### src/rtl/memory_port_arbiter.sv
// Two-requester memory port arbiter: grants one read/write at a time to a single
// memory port, alternating on ties, with a sticky timeout abort.
module memory_port_arbiter #(
    parameter int DATA_WIDTH     = 32,
    parameter int ADDRESS_BITS   = 20,
    parameter int NUM_BYTES      = DATA_WIDTH / 8,
    parameter int TIMEOUT_CYCLES = 255
) (
    input  logic                    clock,
    input  logic                    reset,
    input  logic                    r0_read,
    input  logic                    r0_write,
    input  logic [NUM_BYTES-1:0]    r0_byte_en,
    input  logic [ADDRESS_BITS-1:0] r0_address,
    input  logic [DATA_WIDTH-1:0]   r0_data,
    output logic                    r0_ready,
    output logic                    r0_valid,
    output logic [DATA_WIDTH-1:0]   r0_rdata,
    input  logic                    r1_read,
    input  logic                    r1_write,
    input  logic [NUM_BYTES-1:0]    r1_byte_en,
    input  logic [ADDRESS_BITS-1:0] r1_address,
    input  logic [DATA_WIDTH-1:0]   r1_data,
    output logic                    r1_ready,
    output logic                    r1_valid,
    output logic [DATA_WIDTH-1:0]   r1_rdata,
    output logic                    memory_read,
    output logic                    memory_write,
    output logic [NUM_BYTES-1:0]    memory_byte_en,
    output logic [ADDRESS_BITS-1:0] memory_address,
    output logic [DATA_WIDTH-1:0]   memory_data,
    input  logic                    memory_ready,
    input  logic                    memory_valid,
    input  logic [DATA_WIDTH-1:0]   memory_rdata,
    output logic                    timeout_error
);

    localparam int TW = $clog2(TIMEOUT_CYCLES + 1);

    typedef enum logic [1:0] {
        IDLE,
        ISSUE,
        WAIT
    } state_t;

    state_t                    state_q, state_d;
    logic                      last_grant_q, last_grant_d;
    logic                      grant_q, grant_d;
    logic                      cmd_write_q, cmd_write_d;
    logic [NUM_BYTES-1:0]      byte_en_q, byte_en_d;
    logic [ADDRESS_BITS-1:0]   address_q, address_d;
    logic [DATA_WIDTH-1:0]     data_q, data_d;
    logic [TW-1:0]             timer_q, timer_d;
    logic                      timeout_error_q, timeout_error_d;
    logic                      r0_valid_q, r0_valid_d;
    logic                      r1_valid_q, r1_valid_d;
    logic [DATA_WIDTH-1:0]     r0_rdata_q, r0_rdata_d;
    logic [DATA_WIDTH-1:0]     r1_rdata_q, r1_rdata_d;

    logic                      r0_pending;
    logic                      r1_pending;
    logic                      grant_now;
    logic                      grant_sel;
    logic                      timed_out;
    logic                      finish;
    logic [DATA_WIDTH-1:0]     finish_data;

    // grant_sel=1 selects requester 1; on a tie the requester not granted last wins
    always_comb begin
        r0_pending = r0_read | r0_write;
        r1_pending = r1_read | r1_write;
        grant_now  = (state_q == IDLE) && (r0_pending || r1_pending);
        grant_sel  = r1_pending;
        if (r0_pending && r1_pending) begin
            grant_sel = ~last_grant_q;
        end
    end

    assign r0_ready = grant_now & ~grant_sel;
    assign r1_ready = grant_now & grant_sel;

    // Abort decided one cycle early so the registered valid lands TIMEOUT_CYCLES after grant
    assign timed_out = (timer_q == TW'(TIMEOUT_CYCLES - 2));

    always_comb begin
        state_d         = state_q;
        last_grant_d    = last_grant_q;
        grant_d         = grant_q;
        cmd_write_d     = cmd_write_q;
        byte_en_d       = byte_en_q;
        address_d       = address_q;
        data_d          = data_q;
        timer_d         = timer_q;
        timeout_error_d = timeout_error_q;
        r0_valid_d      = 1'b0;
        r1_valid_d      = 1'b0;
        r0_rdata_d      = r0_rdata_q;
        r1_rdata_d      = r1_rdata_q;
        finish          = 1'b0;
        finish_data     = '0;

        case (state_q)
            IDLE: begin
                if (grant_now) begin
                    grant_d     = grant_sel;
                    cmd_write_d = grant_sel ? r1_write   : r0_write;
                    byte_en_d   = grant_sel ? r1_byte_en : r0_byte_en;
                    address_d   = grant_sel ? r1_address : r0_address;
                    data_d      = grant_sel ? r1_data    : r0_data;
                    timer_d     = '0;
                    state_d     = ISSUE;
                end
            end
            ISSUE: begin
                timer_d = timer_q + TW'(1);
                if (timed_out) begin
                    finish          = 1'b1;
                    finish_data     = '1;
                    timeout_error_d = 1'b1;
                end else if (memory_ready) begin
                    state_d = WAIT;
                end
            end
            WAIT: begin
                timer_d = timer_q + TW'(1);
                // A completion arriving on the timeout cycle still counts as a completion
                if (memory_valid) begin
                    finish      = 1'b1;
                    finish_data = cmd_write_q ? '0 : memory_rdata;
                end else if (timed_out) begin
                    finish          = 1'b1;
                    finish_data     = '1;
                    timeout_error_d = 1'b1;
                end
            end
            default: begin
                state_d = IDLE;
            end
        endcase

        if (finish) begin
            state_d      = IDLE;
            last_grant_d = grant_q;
            if (grant_q) begin
                r1_valid_d = 1'b1;
                r1_rdata_d = finish_data;
            end else begin
                r0_valid_d = 1'b1;
                r0_rdata_d = finish_data;
            end
        end
    end

    always_ff @(posedge clock or negedge reset) begin
        if (!reset) begin
            state_q         <= IDLE;
            last_grant_q    <= 1'b1;
            grant_q         <= 1'b0;
            cmd_write_q     <= 1'b0;
            byte_en_q       <= '0;
            address_q       <= '0;
            data_q          <= '0;
            timer_q         <= '0;
            timeout_error_q <= 1'b0;
            r0_valid_q      <= 1'b0;
            r1_valid_q      <= 1'b0;
            r0_rdata_q      <= '0;
            r1_rdata_q      <= '0;
        end else begin
            state_q         <= state_d;
            last_grant_q    <= last_grant_d;
            grant_q         <= grant_d;
            cmd_write_q     <= cmd_write_d;
            byte_en_q       <= byte_en_d;
            address_q       <= address_d;
            data_q          <= data_d;
            timer_q         <= timer_d;
            timeout_error_q <= timeout_error_d;
            r0_valid_q      <= r0_valid_d;
            r1_valid_q      <= r1_valid_d;
            r0_rdata_q      <= r0_rdata_d;
            r1_rdata_q      <= r1_rdata_d;
        end
    end

    // The memory command is only driven while issuing
    always_comb begin
        memory_read    = 1'b0;
        memory_write   = 1'b0;
        memory_byte_en = '0;
        memory_address = '0;
        memory_data    = '0;
        if (state_q == ISSUE) begin
            memory_read    = ~cmd_write_q;
            memory_write   = cmd_write_q;
            memory_byte_en = byte_en_q;
            memory_address = address_q;
            memory_data    = data_q;
        end
    end

    assign r0_valid      = r0_valid_q;
    assign r1_valid      = r1_valid_q;
    assign r0_rdata      = r0_rdata_q;
    assign r1_rdata      = r1_rdata_q;
    assign timeout_error = timeout_error_q;

endmodule

### config.mk
export PLATFORM = sky130hd
export DESIGN_NAME = memory_port_arbiter
export DESIGN_NICKNAME = d
export VERILOG_FILES = /design/src/rtl/memory_port_arbiter.sv
export SDC_FILE = /design/constraint.sdc
export NUM_CORES = 1
export LEC_CHECK = 0
export ABC_AREA = 0
export BUFFER_PORTS_ARGS = -buffer_cell sky130_fd_sc_hd__buf_2
export CAP_MARGIN = 20
export CORE_UTILIZATION = 30
export DETAILED_ROUTE_END_ITERATION = 10
export HOLD_SLACK_MARGIN = 0.03
export PLACE_DENSITY_LB_ADDON = 0.2
export SETUP_SLACK_MARGIN = 0.15
export SLEW_MARGIN = 10
export SYNTH_ARGS = -nofsm -noshare
export SYNTH_HDL_FRONTEND = slang
export SYNTH_SLANG_ARGS = --single-unit
export TNS_END_PERCENT = 10
### constraint.sdc
create_clock -name clock -period 2.48 [get_ports clock]
set_clock_uncertainty 0.1 [all_clocks]
set_input_delay 0.124 -clock clock [delete_from_list [all_inputs] [get_ports clock]]
set_output_delay 0.124 -clock clock [all_outputs]
set_load 0.02 [all_outputs]
Yosys cells after proc, flatten, opt, wreduce, memory -nomap -nowiden
Cells that the tools add are included.
{"block": "word_totals", "reg_bits": 136, "latchBits": 0, "ramBits": 0, "rom_bits": 0, "inputBits": 152, "elab_cells": 75, "n_memories": 0}
{"block": "classes", "add_sub_neg": 1, "multipliers": 0, "div_mod_pow": 0, "n_lt_le_gt_ge": 0, "eq_ne": 9, "shift": 0, "muxes": 31, "bitwise_logic": 8, "reduce_logical": 13}
{"op": "two-way mux 32 bit", "count": 5}
{"op": "case mux 32 bit (2 select lines)", "count": 1}
{"op": "two-way mux 20 bit", "count": 2}
{"op": "case mux 8 bit (2 select lines)", "count": 1}
{"op": "two-way mux 1 bit", "count": 12}
{"op": "AND reduction 2 bit", "count": 5}
{"op": "!= test 3 bit (second input constant)", "count": 3}
{"op": "adder 8 x 1 -> 8 bit (second input constant)", "count": 1}
{"op": "equality test 8 bit (second input constant)", "count": 1}
{"op": "two-way mux 2 bit", "count": 4}
{"op": "two-way mux 4 bit", "count": 2}
{"op": "two-way mux 8 bit", "count": 1}
{"op": "!= test 2 bit (second input constant)", "count": 3}
{"op": "case mux 2 bit (3 select lines)", "count": 1}
{"op": "NOT 1 bit", "count": 4}
{"op": "case mux 1 bit (2 select lines)", "count": 2}
{"op": "AND reduction 4 bit", "count": 1}
{"op": "nonzero test 2 bit", "count": 2}
{"op": "bitwise AND 1 bit", "count": 2}
{"op": "equality test 2 x 1 -> 1 bit (second input constant)", "count": 1}
{"op": "equality test 2 bit (second input constant)", "count": 1}
{"op": "logical AND 1 bit", "count": 2}
{"op": "zero test 2 bit", "count": 1}
{"op": "OR 1 bit", "count": 2}
{"op": "2 further kinds", "count": 2}

Depth between registers and ports, before layout
{"block": "logic_depth", "word_depth": 6, "mapped_depth": 9}

Worst setup path after synthesis
Ideal clock, no wire load.
{"block": "synth_timing", "path_kind": "reg-to-reg", "from": "register state_q[1]", "to": "register r1_rdata_q[10], in the netlist r1_rdata[10]", "arrival_ns": 1.877, "setup_slack_ns": 0.378, "stages_incl_launch_ff": 9, "synth_period_minus_slack_ns": 2.102, "cell_sequence": "dfrtp_1 > inv_1 > ha_1 > clkbuf_1 > o21a_1 > nand3_4 > a21boi_4 > buf_12 > mux2_4"}
{"block": "synth_via", "elab_chain_len": 3, "word_cells_on_any_way": 5}
{"element": "start, declared", "line": "46", "text": "state_t state_q, state_d;"}
{"element": "start signal, assigned", "line": "170", "text": "state_q <= state_d;"}
{"element": "equality test 2 bit or equality test 2 x 1 -> 1 bit (tied branches)", "line": "102", "text": "case (state_q)"}
{"element": "case mux 1 bit (2 select lines)", "line": "102"}
{"element": "AND reduction 2 bit (no source line)"}
{"element": "end signal, assigned", "line": "182", "text": "r1_rdata_q <= r1_rdata_d;"}
{"element": "end, declared", "line": "58", "text": "logic [DATA_WIDTH-1:0] r1_rdata_q, r1_rdata_d;"}
Parallel ways exist; a longest one is shown, timed or not.
A chain may end at the register's enable or synchronous reset.

Worst setup path after layout
{"block": "layout_timing", "from": "register state_q[0]", "to": "register r1_rdata_q[10], in the netlist r1_rdata[10]"}
The elaborated chain is that of the path after synthesis.

==> run metrics <==
vias in the first global route between 6000 and 7000; drt drc 0; Setup WS post-layout ~0.27 ns; GR Layer Usage met2 between 20 and 30%; met3 usage around 4.9%; fin crit period roughly 2.2 ns; number of synthesized flops with an enable pin 0; share of the synthesized area in the top cell type slightly above 50%; CTS Buf Count 17; area of the multi-input gates 0.002665 mm2; WP data required between 2 and 3 ns; Post-Synthesis Cells 563; most instantiated cells after synthesis dfrtp_1, inv_1, and2_1, a222oi_1, nand2_1; vias per cell 4.809; Max Slew Vio Count 0; initial antenna violation count 1; top post-synthesis cells by area dfrtp_1, a222oi_1, mux2_4; # diodes 0; GP Congestion roughly 0.82; final setup fails 0; clock sink total between 100 and 150; Leak about 5.3 nW; H-tree Lvls 4; Netlist cell types between 40 and 50; CTS root buf clkbuf_16; largest net degree at the start of global routing between 100 and 150; first-pass GRT wire length between 30 and 40 mm; crit path DAT approximately 2.4 ns; DRT antenna net count 0; non-filler cells in the finished layout 1232; Hold WS approximately 0.057 ns; CP top delay family buffers and inverters; Slew headroom 49.37%; Fmax 0.4515 GHz; Total GRT Usage 18.32%; M1 GR Usage around 24%; CP startpoint kind flop; total gr overflow 0; RSZ-0062 raised after global routing yes; CP Max Fanout 17; CTS Buffer Depth 2; TritonCTS clock tree built; Worst VDD drop a little under 0.5 mV; Crit path largest cell delay approximately 0.4 ns; post-synthesis net count 720; crit end category flop; flops & latches, synth between 100 and 150; dpl ws slightly above 0.2 ns; final hold violation count 0; CP Buf/Inv Count 3; Layout area overhead 54.11%; final worst path period share 89.31%; DRT iter0 DRCs approximately 420; Worst-Margin Slew between 0.7 and 0.8 ns; Worst Hold Class input pin to flop; Die ar. approximately 0.022 mm2; share of layout cells above drive strength 1 a little over two fifths; FFs w/ async S/R, synth 100.0%; core area between 0.02 and 0.025 mm2; post-DR wirelength/cell roughly 17 um; # Max-Cap Violations 0; I/O Buffers around 280; Sequential cell area ~0.0034 mm2; Clk Latency, worst-skew pair 0.41 ns; GR peak layer met2; final wirelength 20.80 mm; area leader, netlist dfrtp_1; Setup TNS 0 ns; PD cells roughly 980 mW/mm2; die width 149.6 um; Detailed Routing Iterations Pass 1 6; Ports 279; Synth Area per Inst ~12 um2; critical path class flop to flop; worst path cell trace inv_1 > ha_2 > o21a_1 > nand3_4 > a21boi_4 > buf_12 > clkbuf_16 > mux2_4; most common cell in the netlist dfrtp_1; Slowest-stage cell, CP ha_2; floorplan row count 53; clock transition at the registers of the reported paths roughly 0.06 ns; Inst Count DP approximately 1100; Post-Syn Area roughly 0.0065 mm2; DR vias ~5900; HPWL after DPL about 12 mm; Yosys warnings 0; status finished, final reports clean; Die Ht between 100 and 150 um; initial core utilization a little under a third; Layout Nets 1101; ys flop type dfrtp_1; Filler Cell Count about 2000; Seq/Total Area, Yosys between 50% and 60%
-- layer usage --
| layer | vias up | part of all wire, % |
|---|---|---|
| met1 | 2859 | 45 |
| met3 | 24 | 7.0 |
| met4 | 2 | 1.7 |
| li1 | 2778 | - |
| met2 | 262 | 46 |
| met5 | - | 0.038 |
-- worst paths after layout --
path	slack, ns	depth (start not counted)	from	endpoint
max	0.27	8	state_q[0]	r1_rdata[10]
max reg2reg	0.27	8	state_q[0]	r1_rdata[10]
max in group asynchronous	1.43	3	reset	data_q[14]
min in group asynchronous	0.30	3	reset	r1_rdata[10]
min reg2reg	0.35	1	timeout_error	timeout_error
min	0.06	3	r0_read	grant_q
-- logic make-up (layout without fill, tap and decap cells) --
kind of cell             after synthesis  in the layout  share of synthesized area (%)
flip-flops                           136            136                          52.07
AO/OA/AOI/OAI                        125            125                          16.49
AND/OR/NAND/NOR                      121            121                          10.07
buffers and inverters                110            504                          7.520
multiplexers                          64             64                          12.63
adder cells (fa/ha/maj)                5              5                         0.9568
XOR/XNOR                               2              2                         0.2679
-- registers in the layout (all words and copies together), names as in the netlist --
name	count
data_q	32
r0_rdata	32
r1_rdata	32
address_q	20
timer_q	8
byte_en_q	4
state_q	2
cmd_write_q	1
grant_q	1
last_grant_q	1
r0_valid	1
r1_valid	1
timeout_error	1
-- where the power goes --
group          switching (mW)  internal (mW)
registers               0.371           2.86
clock network            1.02           1.62
logic                    2.40           1.66
total                    3.79           6.14
-- per-stage QoR --
| stage | util, % | power [mW] | instance area, um2 |
|---|---|---|---|
| finish | 47.49 | 9.925 | 10080 |
| detailed placement | 38.76 | 7.076 | 8224 |
| CTS | 47.11 | 9.925 | 9997 |
| global route | 47.49 | 10.55 | 10080 |
| floorplan | - | 5.764 | 6539 |
| global placement | 38.76 | 7.081 | 8224 |
-- worst min-delay path, delay by kind of cell --
family / cells / cell delay [ns]
buffers and inverters: 1 / 0.13
AO/OA/AOI/OAI: 2 / 0.28
-- cell type report --
cell class                 count  share of cell area (%)
timing repair buffer         408                   27.94
multi-input combinational    317                   26.45
sequential                   136                   33.78
clock inverter                13                   1.639
inverter                      64                   2.384
clock buffer                  19                   4.395
tap                          275                   3.414
-- cells in the final DEF (no fill, tap or decap), drive strengths merged, types with 2 or more instances in the layout --
cell type and n:
a2111oi 2, a21boi 33, a21o 4, a21oi 8
a222oi 57, and2 58, and3b 2, buf 290
bufinv 3, clkbuf 21, clkinv 5, dfrtp 135
dlygate4sd3 116, ha 5, inv 68, mux2 64
nand2 40, nand3 5, nor2 6, o211ai 2
o21ai 9, or3 4, xnor2 2
-- repair_timing --
item	4_1_cts	5_1_grt
cloned	0	2
hold buffers	116	0
pin swaps	0	1
gates resized for setup	1	3
buffers inserted	0	1
hold endpoints to repair	193	0
endpoints found under the setup margin	1	69
(Power assumes the default switching activity.)
